File: config.mk
export PLATFORM = sky130hd
export DESIGN_NAME = channel_acq_sequencer_flat
export DESIGN_NICKNAME = d
export VERILOG_FILES = /design/src/rtl/channel_acq_sequencer_if.sv /design/src/rtl/channel_acq_sequencer.sv /design/src/flat_wrapper.sv
export SDC_FILE = /design/constraint.sdc
export NUM_CORES = 1
export LEC_CHECK = 0
export CORE_MARGIN = 2
export CORE_UTILIZATION = 57
export CTS_CLUSTER_DIAMETER = 30
export DETAILED_ROUTE_END_ITERATION = 10
export PLACE_DENSITY = 0.81
export SLEW_MARGIN = 0
export SYNTH_ARGS = -nofsm -noshare
export SYNTH_HDL_FRONTEND = slang
export SYNTH_SLANG_ARGS = --single-unit
File: constraint.sdc
create_clock -name clk -period 4.5 [get_ports clk]
set_input_delay 0.45 -clock clk [delete_from_list [all_inputs] [get_ports clk]]
set_output_delay 0.45 -clock clk [all_outputs]
set_load 0.02 [all_outputs]
File: src/rtl/channel_acq_sequencer_if.sv
// Trigger, channel and event-FIFO signal bundle between the acquisition sequencer
// and its neighbours (TTC receiver, Channel FPGAs, event FIFO).
interface channel_acq_sequencer_if #(
    parameter int N_CHAN = 5,
    parameter int TYPE_W = 3,
    parameter int NUM_W  = 24
);
    localparam int FIFO_W = 1 + N_CHAN + TYPE_W + NUM_W;

    logic                trigger;
    logic [TYPE_W-1:0]   trig_type;
    logic [NUM_W-1:0]    trig_num;
    logic                acq_ready;
    logic [N_CHAN-1:0]   acq_dones;
    logic [2*N_CHAN-1:0] acq_enable;
    logic [N_CHAN-1:0]   acq_trig;
    logic                fifo_ready;
    logic                fifo_valid;
    logic [FIFO_W-1:0]   fifo_data;

    modport master (
        input  trigger, trig_type, trig_num, acq_dones, fifo_ready,
        output acq_ready, acq_enable, acq_trig, fifo_valid, fifo_data
    );

    modport slave (
        output trigger, trig_type, trig_num, acq_dones, fifo_ready,
        input  acq_ready, acq_enable, acq_trig, fifo_valid, fifo_data
    );
endinterface

File: src/rtl/channel_acq_sequencer.sv
// Trigger sequencer: queues TTC triggers and walks each one through
// DELAY -> FILL -> STORE towards the Channel FPGAs and the event FIFO.
module channel_acq_sequencer #(
    parameter int N_CHAN  = 5,
    parameter int TYPE_W  = 3,
    parameter int NUM_W   = 24,
    parameter int DELAY_W = 32,
    parameter int TMO_W   = 24,
    parameter int QDEPTH  = 4,
    parameter int CNT_W   = 16
) (
    input  logic                     clk,
    input  logic                     reset,
    input  logic [N_CHAN-1:0]        chan_en,
    input  logic [DELAY_W-1:0]       trig_delay,
    input  logic [TMO_W-1:0]         fill_timeout,
    input  logic                     async_mode,
    channel_acq_sequencer_if.master  bus,
    output logic [CNT_W-1:0]         overflow_cnt,
    output logic [CNT_W-1:0]         timeout_cnt,
    output logic [$clog2(QDEPTH):0]  q_count,
    output logic [3:0]               state
);
    localparam int QA_W   = $clog2(QDEPTH);
    localparam int FIFO_W = 1 + N_CHAN + TYPE_W + NUM_W;

    localparam logic [3:0] ST_IDLE  = 4'b0001;
    localparam logic [3:0] ST_DELAY = 4'b0010;
    localparam logic [3:0] ST_FILL  = 4'b0100;
    localparam logic [3:0] ST_STORE = 4'b1000;

    localparam logic [QA_W:0]    QCNT_FULL = (QA_W+1)'(QDEPTH);
    localparam logic [QA_W:0]    QCNT_ZERO = {(QA_W+1){1'b0}};
    localparam logic [QA_W:0]    QCNT_ONE  = {{QA_W{1'b0}}, 1'b1};
    localparam logic [QA_W-1:0]  QA_ONE    = {{(QA_W-1){1'b0}}, 1'b1};
    localparam logic [DELAY_W-1:0] DLY_ONE = {{(DELAY_W-1){1'b0}}, 1'b1};
    localparam logic [TMO_W-1:0] TMO_ZERO  = {TMO_W{1'b0}};
    localparam logic [TMO_W-1:0] TMO_ONE   = {{(TMO_W-1){1'b0}}, 1'b1};
    localparam logic [CNT_W-1:0] CNT_ONE   = {{(CNT_W-1){1'b0}}, 1'b1};
    localparam logic [CNT_W-1:0] CNT_MAX   = {CNT_W{1'b1}};

    logic [TYPE_W-1:0]   q_type_r [QDEPTH];
    logic [NUM_W-1:0]    q_num_r  [QDEPTH];
    logic [QA_W-1:0]     wr_ptr_r, rd_ptr_r;
    logic [QA_W:0]       count_r, count_nx_s;
    logic                trig_s, full_s, push_s, drop_s, pop_s;

    logic [3:0]          state_r, state_nx_s;
    logic [TYPE_W-1:0]   type_r, type_src_s;
    logic [NUM_W-1:0]    num_r;
    logic [N_CHAN-1:0]   mask_r, mask_src_s;
    logic [DELAY_W-1:0]  delay_r, dly_cnt_r;
    logic [TMO_W-1:0]    tmo_r, fill_cnt_r;
    logic                delay_done_s, done_s, tmo_exit_s;

    logic                acq_ready_r, acq_ready_nx_s;
    logic [2*N_CHAN-1:0] acq_enable_r, acq_enable_nx_s;
    logic [N_CHAN-1:0]   acq_trig_r, acq_trig_nx_s;
    logic                fifo_valid_r, fifo_valid_nx_s;
    logic [FIFO_W-1:0]   fifo_data_r, fifo_data_nx_s;
    logic [CNT_W-1:0]    overflow_cnt_r, overflow_cnt_nx_s;
    logic [CNT_W-1:0]    timeout_cnt_r, timeout_cnt_nx_s;

    // Queue push/pop/drop decisions and next occupancy.
    always_comb begin
        trig_s = bus.trigger & ~async_mode;
        full_s = (count_r == QCNT_FULL);
        push_s = trig_s & ~full_s;
        drop_s = trig_s & full_s;
        pop_s  = (state_r == ST_IDLE) && (count_r != QCNT_ZERO);
        if (push_s && !pop_s) begin
            count_nx_s = count_r + QCNT_ONE;
        end else if (pop_s && !push_s) begin
            count_nx_s = count_r - QCNT_ONE;
        end else begin
            count_nx_s = count_r;
        end
    end

    // Pending-trigger queue storage and pointers.
    always_ff @(posedge clk or negedge reset) begin
        if (!reset) begin
            for (int i = 0; i < QDEPTH; i++) begin
                q_type_r[i] <= {TYPE_W{1'b0}};
                q_num_r[i]  <= {NUM_W{1'b0}};
            end
            wr_ptr_r <= {QA_W{1'b0}};
            rd_ptr_r <= {QA_W{1'b0}};
            count_r  <= QCNT_ZERO;
        end else begin
            if (push_s) begin
                q_type_r[wr_ptr_r] <= bus.trig_type;
                q_num_r[wr_ptr_r]  <= bus.trig_num;
                wr_ptr_r           <= wr_ptr_r + QA_ONE;
            end
            if (pop_s) begin
                rd_ptr_r <= rd_ptr_r + QA_ONE;
            end
            count_r <= count_nx_s;
        end
    end

    // Per-trigger context latched at dequeue, plus DELAY/FILL cycle counters.
    always_ff @(posedge clk or negedge reset) begin
        if (!reset) begin
            type_r     <= {TYPE_W{1'b0}};
            num_r      <= {NUM_W{1'b0}};
            mask_r     <= {N_CHAN{1'b0}};
            delay_r    <= {DELAY_W{1'b0}};
            tmo_r      <= TMO_ZERO;
            dly_cnt_r  <= {DELAY_W{1'b0}};
            fill_cnt_r <= TMO_ZERO;
        end else begin
            if (pop_s) begin
                type_r  <= q_type_r[rd_ptr_r];
                num_r   <= q_num_r[rd_ptr_r];
                mask_r  <= chan_en;
                delay_r <= trig_delay;
                tmo_r   <= fill_timeout;
            end
            if (state_r == ST_DELAY) begin
                dly_cnt_r <= dly_cnt_r + DLY_ONE;
            end else begin
                dly_cnt_r <= {DELAY_W{1'b0}};
            end
            // With the timeout disabled the FILL counter idles so it can never wrap.
            if ((state_r == ST_FILL) && (tmo_r != TMO_ZERO)) begin
                fill_cnt_r <= fill_cnt_r + TMO_ONE;
            end else begin
                fill_cnt_r <= TMO_ZERO;
            end
        end
    end

    // FSM state register.
    always_ff @(posedge clk or negedge reset) begin
        if (!reset) begin
            state_r <= ST_IDLE;
        end else begin
            state_r <= state_nx_s;
        end
    end

    // FSM next-state logic; a done in the timeout cycle takes precedence.
    always_comb begin
        delay_done_s = (dly_cnt_r == (delay_r - DLY_ONE));
        done_s       = ((bus.acq_dones & mask_r) == mask_r);
        tmo_exit_s   = (tmo_r != TMO_ZERO) && (fill_cnt_r == (tmo_r - TMO_ONE)) && !done_s;
        state_nx_s   = state_r;
        case (state_r)
            ST_IDLE: begin
                if (pop_s) begin
                    state_nx_s = (trig_delay != {DELAY_W{1'b0}}) ? ST_DELAY : ST_FILL;
                end else begin
                    state_nx_s = ST_IDLE;
                end
            end
            ST_DELAY: begin
                state_nx_s = delay_done_s ? ST_FILL : ST_DELAY;
            end
            ST_FILL: begin
                state_nx_s = (done_s || tmo_exit_s) ? ST_STORE : ST_FILL;
            end
            ST_STORE: begin
                state_nx_s = bus.fifo_ready ? ST_IDLE : ST_STORE;
            end
            default: begin
                state_nx_s = ST_IDLE;
            end
        endcase
    end

    // FSM output logic: next values of the registered outputs.
    always_comb begin
        mask_src_s = (state_r == ST_IDLE) ? chan_en : mask_r;
        type_src_s = (state_r == ST_IDLE) ? q_type_r[rd_ptr_r] : type_r;
        if (state_nx_s == ST_FILL) begin
            acq_trig_nx_s   = mask_src_s;
            acq_enable_nx_s = {N_CHAN{type_src_s[1:0]}};
        end else begin
            acq_trig_nx_s   = {N_CHAN{1'b0}};
            acq_enable_nx_s = {(2*N_CHAN){1'b0}};
        end
        if ((state_r == ST_FILL) && (state_nx_s == ST_STORE)) begin
            fifo_valid_nx_s = 1'b1;
            fifo_data_nx_s  = {tmo_exit_s, bus.acq_dones & mask_r, type_r, num_r};
        end else if ((state_r == ST_STORE) && bus.fifo_ready) begin
            fifo_valid_nx_s = 1'b0;
            fifo_data_nx_s  = {FIFO_W{1'b0}};
        end else begin
            fifo_valid_nx_s = fifo_valid_r;
            fifo_data_nx_s  = fifo_data_r;
        end
        acq_ready_nx_s = (count_nx_s != QCNT_FULL);
        if (drop_s && (overflow_cnt_r != CNT_MAX)) begin
            overflow_cnt_nx_s = overflow_cnt_r + CNT_ONE;
        end else begin
            overflow_cnt_nx_s = overflow_cnt_r;
        end
        if ((state_r == ST_FILL) && tmo_exit_s && (timeout_cnt_r != CNT_MAX)) begin
            timeout_cnt_nx_s = timeout_cnt_r + CNT_ONE;
        end else begin
            timeout_cnt_nx_s = timeout_cnt_r;
        end
    end

    // Output registers.
    always_ff @(posedge clk or negedge reset) begin
        if (!reset) begin
            acq_ready_r    <= 1'b1;
            acq_enable_r   <= {(2*N_CHAN){1'b0}};
            acq_trig_r     <= {N_CHAN{1'b0}};
            fifo_valid_r   <= 1'b0;
            fifo_data_r    <= {FIFO_W{1'b0}};
            overflow_cnt_r <= {CNT_W{1'b0}};
            timeout_cnt_r  <= {CNT_W{1'b0}};
        end else begin
            acq_ready_r    <= acq_ready_nx_s;
            acq_enable_r   <= acq_enable_nx_s;
            acq_trig_r     <= acq_trig_nx_s;
            fifo_valid_r   <= fifo_valid_nx_s;
            fifo_data_r    <= fifo_data_nx_s;
            overflow_cnt_r <= overflow_cnt_nx_s;
            timeout_cnt_r  <= timeout_cnt_nx_s;
        end
    end

    assign bus.acq_ready  = acq_ready_r;
    assign bus.acq_enable = acq_enable_r;
    assign bus.acq_trig   = acq_trig_r;
    assign bus.fifo_valid = fifo_valid_r;
    assign bus.fifo_data  = fifo_data_r;
    assign overflow_cnt   = overflow_cnt_r;
    assign timeout_cnt    = timeout_cnt_r;
    assign q_count        = count_r;
    assign state          = state_r;
endmodule
File: src/flat_wrapper.sv
// flat-port wrapper written by rule: the top's interface ports become plain ports
module channel_acq_sequencer_flat 
#(
    parameter int N_CHAN  = 5,
    parameter int TYPE_W  = 3,
    parameter int NUM_W   = 24,
    parameter int DELAY_W = 32,
    parameter int TMO_W   = 24,
    parameter int QDEPTH  = 4,
    parameter int CNT_W   = 16
)
  (clk, reset, chan_en, trig_delay, fill_timeout, async_mode, overflow_cnt, timeout_cnt, q_count, state, bus_trigger, bus_trig_type, bus_trig_num, bus_acq_dones, bus_fifo_ready, bus_acq_ready, bus_acq_enable, bus_acq_trig, bus_fifo_valid, bus_fifo_data);
  channel_acq_sequencer_if #(.N_CHAN(N_CHAN), .TYPE_W(TYPE_W), .NUM_W(NUM_W)) bus_i ();
  input  logic clk;
  input  logic reset;
  input  logic [N_CHAN-1:0] chan_en;
  input  logic [DELAY_W-1:0] trig_delay;
  input  logic [TMO_W-1:0] fill_timeout;
  input  logic async_mode;
  output logic [CNT_W-1:0] overflow_cnt;
  output logic [CNT_W-1:0] timeout_cnt;
  output logic [$clog2(QDEPTH):0] q_count;
  output logic [3:0] state;
  input wire logic [$bits(bus_i.trigger)-1:0] bus_trigger;
  input wire logic [$bits(bus_i.trig_type)-1:0] bus_trig_type;
  input wire logic [$bits(bus_i.trig_num)-1:0] bus_trig_num;
  input wire logic [$bits(bus_i.acq_dones)-1:0] bus_acq_dones;
  input wire logic [$bits(bus_i.fifo_ready)-1:0] bus_fifo_ready;
  output wire logic [$bits(bus_i.acq_ready)-1:0] bus_acq_ready;
  output wire logic [$bits(bus_i.acq_enable)-1:0] bus_acq_enable;
  output wire logic [$bits(bus_i.acq_trig)-1:0] bus_acq_trig;
  output wire logic [$bits(bus_i.fifo_valid)-1:0] bus_fifo_valid;
  output wire logic [$bits(bus_i.fifo_data)-1:0] bus_fifo_data;
  assign bus_i.trigger = bus_trigger;
  assign bus_i.trig_type = bus_trig_type;
  assign bus_i.trig_num = bus_trig_num;
  assign bus_i.acq_dones = bus_acq_dones;
  assign bus_i.fifo_ready = bus_fifo_ready;
  assign bus_acq_ready = bus_i.acq_ready;
  assign bus_acq_enable = bus_i.acq_enable;
  assign bus_acq_trig = bus_i.acq_trig;
  assign bus_fifo_valid = bus_i.fifo_valid;
  assign bus_fifo_data = bus_i.fifo_data;
  channel_acq_sequencer #(.N_CHAN(N_CHAN), .TYPE_W(TYPE_W), .NUM_W(NUM_W), .DELAY_W(DELAY_W), .TMO_W(TMO_W), .QDEPTH(QDEPTH), .CNT_W(CNT_W)) u_core (.clk(clk), .reset(reset), .chan_en(chan_en), .trig_delay(trig_delay), .fill_timeout(fill_timeout), .async_mode(async_mode), .bus(bus_i), .overflow_cnt(overflow_cnt), .timeout_cnt(timeout_cnt), .q_count(q_count), .state(state));
endmodule
Yosys cells after proc, flatten, opt, wreduce, memory -nomap -nowiden
Cells that the tools add are included. W data, S select, Z words.

Add/subtract/negate cells: 10. Magnitude comparators: 3. Equality and inequality tests: 13. Multiplexer cells: 30. Bitwise operators: 8. Reduce and logical (&&, ||, !) cells: 20.

Operators with widths (number): $bwmux W96 (1); $mux W24 (4); $mux W33 (2); $bmux W24 S2 (1); $demux W24 S2 (1); $add A16 B1 Y16 const B (2); $add A32 B1 Y32 const B (1); $eq A32 B32 Y1 (1); $mux W32 (1); $ne A16 B16 Y1 const B (2); $reduce_bool A32 Y1 (1); $sub A32 B1 Y32 const B (1); $add A24 B1 Y24 const B (1); $eq A24 B24 Y1 (1); $reduce_bool A24 Y1 (1); $sub A24 B1 Y24 const B (1); $mux W3 (7); $pmux W4 S4 (1); $bwmux W12 (1); $logic_and A1 B1 Y1 (12); $mux W4 (3); $mux W10 (1); $mux W5 (2); $eq A4 B3 Y1 const B (2); 23 further kinds (33).

Bits in registers: 345. Bits of input ports: 98. Output and inout bits: 89. Logic and storage cells: 110.

Logic depth before layout (Yosys ltp)
Gate-level depths: netlist (run 1).

Word-level depth: 10. Gate-level depth with buffers: 12. Gate-level depth less buffers: 10.

Least setup slack after synthesis (run 1)
No wires, ideal clock.

Path type: flip-flop to flip-flop. Start point: register u_core.delay_r[0]. End point: register u_core.acq_enable_r[7] (netlist: u_core.bus.acq_enable[7]). Setup time: 0.079 ns. Data arrival time: 3.154 ns. Data required time: 4.421 ns. Slack: 1.267 ns. Stages on the path, launching flop included: 13. Buffers on the path: 2. Period minus slack after synthesis: 3.233 ns. Path through: dfrtp_1 -> clkbuf_1 -> inv_1 -> ha_1 -> or4b_2 -> clkbuf_1 -> or2_2 -> nor4b_1 -> xnor2_1 -> nand3_1 -> nor4_1 -> nand3_1 -> a21oi_1.

Word-level cells in the longest chain between the ends: 6.

RTL lines: from (decl) (RTL line channel_acq_sequencer.sv:52) `logic [DELAY_W-1:0] delay_r, dly_cnt_r;`; from (signal assigned) (RTL line channel_acq_sequencer.sv:109) `delay_r <= {DELAY_W{1'b0}};`; from (signal assigned) (RTL line channel_acq_sequencer.sv:118) `delay_r <= trig_delay;`; $sub A32 B1 Y32 (RTL line channel_acq_sequencer.sv:146) `delay_done_s = (dly_cnt_r == (delay_r - DLY_ONE));`; $eq A32 B32 Y1 (RTL line channel_acq_sequencer.sv:146); $mux W3 (RTL line channel_acq_sequencer.sv:159) `state_nx_s = delay_done_s ? ST_FILL : ST_DELAY;`; $pmux W4 S4 (RTL line channel_acq_sequencer.sv:150) `case (state_r)`; $eq A4 B3 Y1 (RTL line channel_acq_sequencer.sv:177) `if (state_nx_s == ST_FILL) begin`; $mux W10 (RTL line channel_acq_sequencer.sv:177); to (signal assigned) (RTL line channel_acq_sequencer.sv:211) `acq_enable_r <= {(2*N_CHAN){1'b0}};`; to (signal assigned) (RTL line channel_acq_sequencer.sv:219) `acq_enable_r <= acq_enable_nx_s;`; to (decl) (RTL line channel_acq_sequencer.sv:57) `logic [2*N_CHAN-1:0] acq_enable_r, acq_enable_nx_s;`.

Every way passes these cells. A chain may end at the register's enable or synchronous reset.

Worst setup path in the final report (run 1)
Start point: register u_core.tmo_r[0]. End point: register u_core.fifo_data_r[14] (netlist: u_core.bus.fifo_data[14]).

Word-level cells in the longest chain between the ends: 10. Elaborated cells between the ends (all ways): 12. Those cells by class: add/sub: 1; eq/ne: 2; mux: 3; reduce/logical: 6.

RTL lines: from (decl) (RTL line channel_acq_sequencer.sv:53) `logic [TMO_W-1:0] tmo_r, fill_cnt_r;`; from (signal assigned) (RTL line channel_acq_sequencer.sv:119) `tmo_r <= fill_timeout;`; $sub A24 B1 Y24 (RTL line channel_acq_sequencer.sv:148) `tmo_exit_s = (tmo_r != TMO_ZERO) && (fill_cnt_r == (tmo_r - TMO_ONE)) && !done_s;`; $eq A24 B24 Y1 (RTL line channel_acq_sequencer.sv:148); $logic_and A1 B1 Y1 * (2 in a row) (RTL line channel_acq_sequencer.sv:148); $logic_or A1 B1 Y1 * (RTL line channel_acq_sequencer.sv:162) `state_nx_s = (done_s || tmo_exit_s) ? ST_STORE : ST_FILL;`; $mux W4 * (RTL line channel_acq_sequencer.sv:162); $pmux W4 S4 * (RTL line channel_acq_sequencer.sv:150); $eq A4 B4 Y1 * (RTL line channel_acq_sequencer.sv:184) `if ((state_r == ST_FILL) && (state_nx_s == ST_STORE)) begin`; $logic_and A1 B1 Y1 * (RTL line channel_acq_sequencer.sv:184); $mux W33 or $reduce_bool A2 Y1 (tied branches); to (signal assigned) (RTL line channel_acq_sequencer.sv:214) `fifo_data_r <= {FIFO_W{1'b0}};`; to (signal assigned) (RTL line channel_acq_sequencer.sv:222) `fifo_data_r <= fifo_data_nx_s;`; to (decl) (RTL line channel_acq_sequencer.sv:60) `logic [FIFO_W-1:0] fifo_data_r, fifo_data_nx_s;`.

Mark *: on every way between the ends. The rest lies on a longest branch, timed or not.

==> flow_summary_export.csv, run 1 <==
group,metric,value,unit
clock_network,cts_sinks,337,
status,outcome,"finished, final reports clean",
setup_path,worstRegToRegCells,11,
setup_path,critPathKind,"register to register",
global_routing,grt_pass1_vias,13234,
floorplan,rows,62,
placed_design,post-dp-hpwl,27500,um
cells_and_area,stdcell_area,0.0214,sq mm
timing,slew-limit-headroom,26.2,%
route,drt_iter0_drc,928,
synthesis,synth_cell_types,74,
route,routedWlPerCell,19.7,um
route,vias,12572,
power_and_ir_drop,p_leak,9.55,nW
run,drv_cap,0,
route,route.met3.wl,2240,um
global_routing,antenna_found_initial,4,
clock_network,cts_buffers,71,
route,dr.max_layer_used,"met5",
cells_and_area,area_growth,27.5,%
synthesis,synth_area,0.0168,sq mm
global_routing,grt-ovfl-total,0,
timing,worst_pin_slew,1.11,ns
power_and_ir_drop,power.density,667,mW/mm^2
synthesis,synth.largest_area_cell,"dfrtp_1",
clock_network,clock_latency,0.56,ns
setup_path,start_kind,"register",
timing,finalClockSkew,0.0276,ns
timing,fmax,263,MHz
synthesis,async_reset_ff_share,100,%
clock_network,root_buffer,"clkbuf_16",
power_and_ir_drop,finalPower,14.2,mW
timing,finalMaxSlewViolations,0,
route,drc,0,
placed_design,dpl-instance-area,0.0189,sq mm
synthesis,synth_edf_count,0,
synthesis,ys_seq_area_share,50.3,%
synthesis,yosys.cell_count.top_type,"dfrtp_1",
floorplan,die_x,175,um
route,antenna_left,0,
clock_network,holdBufCountCts,1,
clock_network,cts_tree,"built",
global_routing,grt_max_degree,109,
clock_network,cts_buffer_depth,3,
timing,hold_viol,0,
global_routing,track_usage,28.5,%
synthesis,synth-main-ff-cell,"dfrtp_1",
cells_and_area,nNetsFinal,1870,
timing,finalSetupTns,0,ns
synthesis,synth_area_leaders,"dfrtp_1 (50%), mux2_2 (9.2%), nand2_1 (5.9%)",
timing,fin_crit,3.81,ns
hold_path,hold_depth,3,
route,dr.pass1.iters,5,
synthesis,ys_ff_latch,337,
placed_design,routabilityCongestion,0.893,
synthesis,synth_warnings,0,
cells_and_area,drive_gt1_share,17.8,%
clock_network,htreeDepth,3,
floorplan,ios,187,
setup_path,crit_arrival,4.25,ns
timing,setup_ws,0.694,ns
synthesis,synth_top_area_share,50.0,%
global_routing,grt_pass1_wl,69800,um
placed_design,port_buffers,186,
hold_path,min_path_type,"input port to register",
synthesis,netlist_instances,1554,
setup_path,critPathCaptureType,"register",
clock_network,path_clk_slew,0.05,ns
synthesis,syn_nets,1666,
route,route.met2.wl,21400,um
setup_path,critPathMaxFanout,34,
synthesis,avgSynthCellArea,10.8,sq um
route,wl_met1,18500,um
floorplan,die_area,0.0308,sq mm
route,vias_per_cell,5.72,
timing,fin_crit_sh,84.6,%
floorplan,fp.dieH,175,um
placed_design,dp_slack,0.794,ns
power_and_ir_drop,ir_worst_vdd,458,uV
route,routed_wl,43300,um
floorplan,coreArea,0.0289,sq mm
clock_network,ctsResizeCount,0,
timing,grt_setup_unrepaired,"false",
floorplan,initial_core_util,58.1,%
clock_network,post_cts_buffers,0,
synthesis,synthTopCellsByCount,"dfrtp_1 (335), nand2_1 (263), mux2_2 (137)",
setup_path,required,4.94,ns
timing,finalSetupViolations,0,
critical path, stage by stage, from the launching register on:
cell	delay [ns]
dfrtp_1	0.42
inv_1	0.12
ha_1	0.22
nor3b_2	0.56
nand3_1	0.26
mux2_2	0.33
nand4bb_1	0.12
nor4_2	0.06
nand4_2	0.10
buf_4	0.24
a21o_2	0.90
mux2i_1	0.33
sequential cells by signal, indices dropped and copies added, names as in the netlist, 12 cells and up:
signal                cells
u_core.bus.fifo_data     33
u_core.tmo_r             24
u_core.delay_r           32
u_core.q_num_r           96
u_core.overflow_cnt      16
u_core.num_r             24
u_core.timeout_cnt       16
u_core.q_type_r          12
u_core.dly_cnt_r         32
u_core.fill_cnt_r        24
cell usage in the layout (no fill, tap or decap), types with 5 or more instances in the layout:
master / n
or4_1: 8
nand2b_1: 6
nand3b_1: 5
xor2_1: 73
mux4_2: 27
ha_1: 14
o21ai_0: 35
nor2_1: 96
a21oi_1: 19
nor4_1: 33
mux2i_1: 45
xnor2_1: 84
nand3_1: 51
nand2_1: 262
nor3_1: 29
clkinvlp_4: 6
o31ai_1: 5
or3_1: 14
nor4b_1: 5
and2_1: 8
clkinv_2: 10
inv_1: 55
clkbuf_8: 11
and4_1: 10
clkdlybuf4s50_1: 185
mux2_2: 137
dfrtp_1: 334
bufinv_16: 7
buf_4: 19
clkbuf_16: 72
and3_1: 15
clkbuf_1: 11
nand4b_1: 6
nand4_1: 23
worst paths after layout:
kind,from,to,slack (ns)
min reg2reg,u_core.bus.fifo_valid,u_core.bus.fifo_valid,0.48
min in group asynchronous,reset,u_core.delay_r[13],0.51
max,u_core.tmo_r[0],u_core.bus.fifo_data[14],0.69
max reg2reg,u_core.tmo_r[0],u_core.bus.fifo_data[14],0.69
min,fill_timeout[20],u_core.tmo_r[20],0.43
max in group asynchronous,reset,u_core.bus.fifo_data[1],2.94
where the power goes:
| group | internal, mW | switching [mW] |
|---|---|---|
| Sequential | 4.01 | 0.956 |
| Clock | 3.52 | 1.68 |
| Combinational | 2.05 | 2.03 |
| Total | 9.58 | 4.67 |
cells by family (layout without fill, tap and decap cells):
logic type	count (synthesis)	count (layout)	share of synthesized area, %
multiplexers	210	210	15.6
flip-flops	337	337	50.3
other	0	2	0
adder cells (fa/ha/maj)	17	17	1.22
XOR/XNOR	157	157	8.20
AND/OR/NAND/NOR	599	599	17.3
buffers and inverters	132	389	3.37
AO/OA/AOI/OAI	102	102	3.95
per-layer routing:
layer | vias to the layer above | GRT usage, %
met5 | - | 0
met4 | 4 | 9.85
met3 | 95 | 5.26
met2 | 339 | 48.0
met1 | 6330 | 37.4
li1 | 5804 | -
stage by stage:
| stage | utilization [%] | hold slack, ns | std cells |
|---|---|---|---|
| after floorplan | - | 0.154 | 1554 |
| after global placement | 65.6 | 0.469 | 2068 |
| after detailed placement | 65.6 | 0.469 | 2068 |
| after CTS | 74.0 | 0.424 | 2195 |
| after global routing | 74.0 | 0.446 | 2197 |
| final | 74.0 | 0.433 | 2197 |
cell type report:
| class | count | area, sq um |
|---|---|---|
| Fill cell | 1936 | 7500 |
| Clock inverter | 32 | 414 |
| Sequential cell | 337 | 8440 |
| Clock buffer | 94 | 1990 |
| Inverter | 55 | 206 |
| Tap cell | 384 | 480 |
| Timing Repair Buffer | 208 | 2060 |
| Multi-Input combinational cell | 1085 | 7760 |
| Antenna cell | 2 | 5.00 |
Power figures use the tool's default switching activity.
==> inputs of run 2 (changes only) <==
- clock period: 4.5 -> 3.9 ns (I/O delays scaled with it)
==> run 2 against run 1 <==
Compared with the run above:
- cell count increased by 0.27%
- sequential share of layout area decreased by 0.24 points
- via count increased by 2.0%
- clock-buffer cell count decreased by 6
- combinational power increased by 16%
- critical path depth decreased by 1
- non-clock buffer count increased by 6
- critical endpoint is now u_core.bus.fifo_data[11]
- highest routed layer unchanged
==> flow_summary_export.csv, run 2 (synthesis gave the netlist of run 1 again) <==
group,metric,value,unit
status,outcome,"finished, final reports clean",
timing,finalMaxSlewViolations,0,
floorplan,initial_core_util,58.1,%
cells_and_area,stdcell_area,0.0215,sq mm
run,drv_cap,0,
power_and_ir_drop,p_leak,9.61,nW
timing,holdWs,0.368,ns
clock_network,cts_buffers,69,
setup_path,start_kind,"register",
setup_path,r2r_start,"u_core.tmo_r[0]",
setup_path,r2r-end,"u_core.bus.fifo_data[11]",
hold_path,min_from,"fill_timeout[18]",
placed_design,routabilityCongestion,0.894,
clock_network,cts_sinks,337,
route,antenna_left,0,
timing,fmax,270,MHz
route,dr.pass1.iters,6,
cells_and_area,final_util,74.5,%
cells_and_area,layout_common_cells,"dfrtp_1 (334), nand2_1 (262), clkdlybuf4s50_1 (185), mux2_2 (137), nor2_1 (96)",
timing,finalClockSkew,0.0266,ns
cells_and_area,final_common_cell,"dfrtp_1",
cells_and_area,top_register,"u_core.q_num_r",
cells_and_area,drive_gt1_share,18.6,%
hold_path,min_to,"u_core.tmo_r[18]",
clock_network,root_buffer,"clkbuf_16",
placed_design,dp_cells,2074,
timing,hold_viol,0,
power_and_ir_drop,power.density,771,mW/mm^2
route,routed_wl,43800,um
clock_network,clock_latency,0.57,ns
cells_and_area,n_fill_cell,1896,
setup_path,required,4.33,ns
floorplan,coreArea,0.0289,sq mm
floorplan,ios,187,
floorplan,die_x,175,um
clock_network,post_cts_buffers,0,
global_routing,grt_pass1_wl,70200,um
floorplan,die_area,0.0308,sq mm
cells_and_area,largest_reg_flops,96,
global_routing,track_usage,28.8,%
power_and_ir_drop,finalPower,16.6,mW
clock_network,htreeDepth,3,
placed_design,port_buffers,186,
setup_path,critPathCaptureType,"register",
cells_and_area,stdcell_count,2203,
setup_path,worstRegToRegCells,10,
clock_network,path_clk_slew,0.05,ns
global_routing,grt-ovfl-total,0,
cells_and_area,nNetsFinal,1874,
global_routing,grt_pass1_vias,13345,
global_routing,antenna_found_initial,6,
timing,finalSetupViolations,0,
setup_path,critPathKind,"register to register",
hold_path,min_path_type,"input port to register",
route,route.met2.wl,21300,um
power_and_ir_drop,ir_worst_vdd,556,uV
clock_network,cts_tree,"built",
placed_design,dpl-instance-area,0.0190,sq mm
placed_design,post-dp-hpwl,28000,um
cells_and_area,area_growth,28.2,%
route,drc,0,
timing,fin_crit,3.70,ns
clock_network,cts_buffer_depth,3,
hold_path,hold_depth,3,
timing,slew-limit-headroom,22.5,%
timing,finalSetupTns,0,ns
setup_path,reg2reg_slack,0.20,ns
route,wl_met1,18100,um
cells_and_area,multiInputGateArea,0.00778,sq mm
route,drt_iter0_drc,957,
global_routing,grt_max_degree,91,
route,routedWlPerCell,19.9,um
placed_design,dp_slack,0.284,ns
setup_path,critPathMaxFanout,34,
timing,fin_crit_sh,94.9,%
timing,worst_pin_slew,1.16,ns
cells_and_area,area.sequential,0.00844,sq mm
setup_path,crit_arrival,4.13,ns
route,route.met3.wl,2660,um
route,vias_per_cell,5.82,
floorplan,rows,62,
timing,setup_ws,0.198,ns
route,vias,12825,
floorplan,fp.dieH,175,um
route,dr.max_layer_used,"met5",
-- run 2: cell count changes in the layout (fill, tap and decap cells not counted), sizes merged --
cell,delta
buf,+6
inv,-2
bufinv,+1
diode,+1
clkinvlp,+3
clkinv,+3
clkbuf,-6
-- run 2: worst max-delay path by stage --
stage	slack, ns	depth (start not counted)	endpoint	start
floorplan	0.67	12	u_core.bus.acq_enable[7]	u_core.delay_r[0]
global placement	0.43	10	u_core.bus.acq_trig[4]	u_core.delay_r[0]
detailed placement	0.28	10	u_core.bus.acq_enable[8]	u_core.delay_r[0]
CTS	0.25	10	u_core.bus.acq_enable[8]	u_core.delay_r[0]
global route	-0.04	10	u_core.bus.acq_enable[8]	u_core.delay_r[0]
finish	0.20	10	u_core.bus.fifo_data[11]	u_core.tmo_r[0]
-- run 2: per-layer routing --
layer  vias up  track usage, %
met5         -               0
met4         6            12.3
met3       126            6.32
met2       395            47.5
met1      6464            37.1
li1       5834               -
-- run 2: cell type report --
cell class	instances	share of cell area (%)
sequential	337	39.3
clock inverter	37	2.14
multi-input combinational	1085	36.2
timing repair buffer	214	9.97
inverter	55	0.961
antenna	3	0.0349
clock buffer	88	9.22
tap	384	2.24
-- run 2: repair_timing --
| item | in CTS | in global routing |
|---|---|---|
| hold buffers | 1 | 0 |
| gates resized for setup | 0 | 2 |
| hold endpoints to repair | 85 | 0 |
| setup endpoints to repair | 0 | 7 |
-- run 2: power by group --
| group | internal [mW] | switching (mW) | total, mW |
|---|---|---|---|
| Sequential | 4.63 | 1.11 | 5.74 |
| Clock | 4.13 | 1.95 | 6.08 |
| Combinational | 2.41 | 2.33 | 4.74 |
-- run 2: critical path, stage by stage, from the launching register on --
cell and delay [ns]:
dfrtp_1 0.43, inv_1 0.14, ha_1 0.24, nor3b_2 0.53, nand3_1 0.25, mux2_2 0.33
nand4bb_1 0.12, nor4_2 0.06, nand4_2 0.14, a21o_2 0.92, mux2i_1 0.42
==> inputs of run 3 (changes only) <==
- CAP_MARGIN: not set -> 30
==> run 3 against run 2 <==
Compared with the run above:
- maximum frequency increased by 3.2%
- via count is 0.38% lower
- first-iteration DRC count rose by 4.1%
- clock-buffer cell count is 1 higher
- critical endpoint is now u_core.bus.acq_trig[1]
- cell count up 0.14%
- sequential share of layout area is 0.10 points lower
- largest cell class unchanged
==> flow_summary_export.csv, run 3 (synthesis gave the netlist of run 1 again) <==
group,metric,value,unit
global_routing,antenna_found_initial,5,
clock_network,cts_buffers,68,
route,routed_wl,43000,um
power_and_ir_drop,power.density,772,mW/mm^2
timing,fin_crit,3.59,ns
cells_and_area,nNetsFinal,1875,
power_and_ir_drop,p_leak,9.65,nW
placed_design,routabilityCongestion,0.894,
clock_network,cts_tree,"built",
global_routing,grt_max_degree,91,
cells_and_area,largest_reg_flops,96,
global_routing,grt-ovfl-total,0,
cells_and_area,stdcell_count,2206,
timing,finalClockSkew,0.0114,ns
setup_path,critPathMaxFanout,9,
floorplan,die_x,175,um
timing,hold_viol,0,
cells_and_area,top_register,"u_core.q_num_r",
route,dr.pass1.iters,5,
clock_network,cts_buffer_depth,3,
placed_design,post-dp-hpwl,28200,um
route,vias_per_cell,5.79,
floorplan,ios,187,
floorplan,initial_core_util,58.1,%
clock_network,clock_latency,0.56,ns
setup_path,worstRegToRegCells,10,
cells_and_area,drive_gt1_share,18.4,%
placed_design,port_buffers,186,
setup_path,critPathKind,"register to register",
floorplan,rows,62,
clock_network,root_buffer,"clkbuf_16",
timing,finalSetupViolations,0,
floorplan,fp.dieH,175,um
run,drv_cap,0,
floorplan,die_area,0.0308,sq mm
power_and_ir_drop,p_int,11.3,mW
power_and_ir_drop,clockPowerShare,37.1,%
placed_design,dp_cells,2076,
timing,slew-limit-headroom,36.6,%
timing,fin_crit_sh,92.0,%
setup_path,required,4.37,ns
global_routing,track_usage,28.5,%
cells_and_area,final_common_cell,"dfrtp_1",
clock_network,htreeDepth,3,
route,drc,0,
power_and_ir_drop,switchingPower,5.36,mW
global_routing,grt_pass1_vias,13408,
route,routedWlPerCell,19.5,um
power_and_ir_drop,pwr-share-seq,34.1,%
hold_path,hold_depth,3,
cells_and_area,layout_common_cells,"dfrtp_1 (334), nand2_1 (262), clkdlybuf4s50_1 (185), mux2_2 (137), nor2_1 (96)",
route,drt_iter0_drc,996,
cells_and_area,area_growth,28.6,%
clock_network,cts_sinks,337,
clock_network,post_cts_buffers,0,
power_and_ir_drop,ir_worst_vdd,619,uV
setup_path,critPathCaptureType,"register",
route,antenna_left,0,
status,outcome,"finished, final reports clean",
route,vias,12776,
power_and_ir_drop,p_comb_share,28.9,%
floorplan,coreArea,0.0289,sq mm
clock_network,path_clk_slew,0.05,ns
timing,fmax,279,MHz
setup_path,start_kind,"register",
timing,worst_pin_slew,0.938,ns
power_and_ir_drop,sw_frac_of_total,32.2,%
global_routing,grt_pass1_wl,69500,um
timing,finalMaxSlewViolations,0,
hold_path,min_path_type,"input port to register",
setup_path,crit_arrival,4.05,ns
power_and_ir_drop,finalPower,16.6,mW
-- run 3: worst paths after layout --
path	to	start	slack (ns)
max in group asynchronous	u_core.q_num_r[29]	reset	2.49
worst min-delay path	u_core.tmo_r[15]	fill_timeout[15]	0.36
worst min register to register	u_core.bus.fifo_valid	u_core.bus.fifo_valid	0.48
worst max register to register	u_core.bus.acq_trig[1]	u_core.delay_r[0]	0.31
min in group asynchronous	u_core.delay_r[8]	reset	0.43
worst max-delay path	u_core.bus.acq_trig[1]	u_core.delay_r[0]	0.31
-- run 3: area by class of cell --
cell class / instances / area [sq um]
clock buffers: 89 / 1950
multi-input cells: 1085 / 7770
fillers: 1898 / 7310
flip-flops and latches: 337 / 8440
diodes: 4 / 10.0
repair buffers: 216 / 2180
inverters: 55 / 206
clock inverters: 36 / 509
well taps: 384 / 480
-- run 3: layer usage --
layer / share of wire (%) / vias up / global-route usage, % / routed length [um]
met4: 4.1 / 2 / 13.2 / 1770
met1: 42 / 6388 / 36.2 / 17900
met2: 48 / 431 / 46.4 / 20600
li1: - / 5835 / - / -
met5: 0.026 / - / 0 / 11
met3: 6.5 / 120 / 6.88 / 2800
-- run 3: power groups by stage --
stage | Combinational (mW) | Clock, mW | Sequential [mW]
after floorplan | 3.65 | 0 | 5.28
after global placement | 4.51 | 0 | 5.63
after detailed placement | 4.75 | 0 | 5.64
after CTS | 4.84 | 6.23 | 5.64
after global routing | 5.29 | 6.41 | 5.80
final | 4.80 | 6.16 | 5.67
-- run 3: what timing repair did --
item                       4_1_cts  5_1_grt
hold buffers                     1        0
resized for setup                0        1
setup endpoints to repair        0        5
hold endpoints to repair        85        0
-- run 3: through the flow --
stage / worst slack (ns) / cell area, sq um / setup TNS (ns) / hold WS, ns / util, %
after floorplan: 0.667 / 16800 / 0 / 0.0944 / -
after global placement: 0.432 / 19000 / 0 / 0.432 / 65.9
after detailed placement: 0.327 / 19100 / 0 / 0.439 / 66.1
after CTS: 0.326 / 21500 / 0 / 0.361 / 74.6
after global routing: -0.00244 / 21500 / -0.00244 / 0.364 / 74.7
final: 0.314 / 21500 / 0 / 0.363 / 74.7
-- run 3: critical path, cell delays in order, from the launching register on --
cell and delay [ns]:
dfrtp_1 0.47, inv_1 0.11, ha_1 0.27, or4b_2 0.74
or2_2 0.39, nor4b_1 0.32, xnor2_1 0.16, nand3_1 0.09
nor4_1 0.48, nand3_2 0.25, a21oi_1 0.23
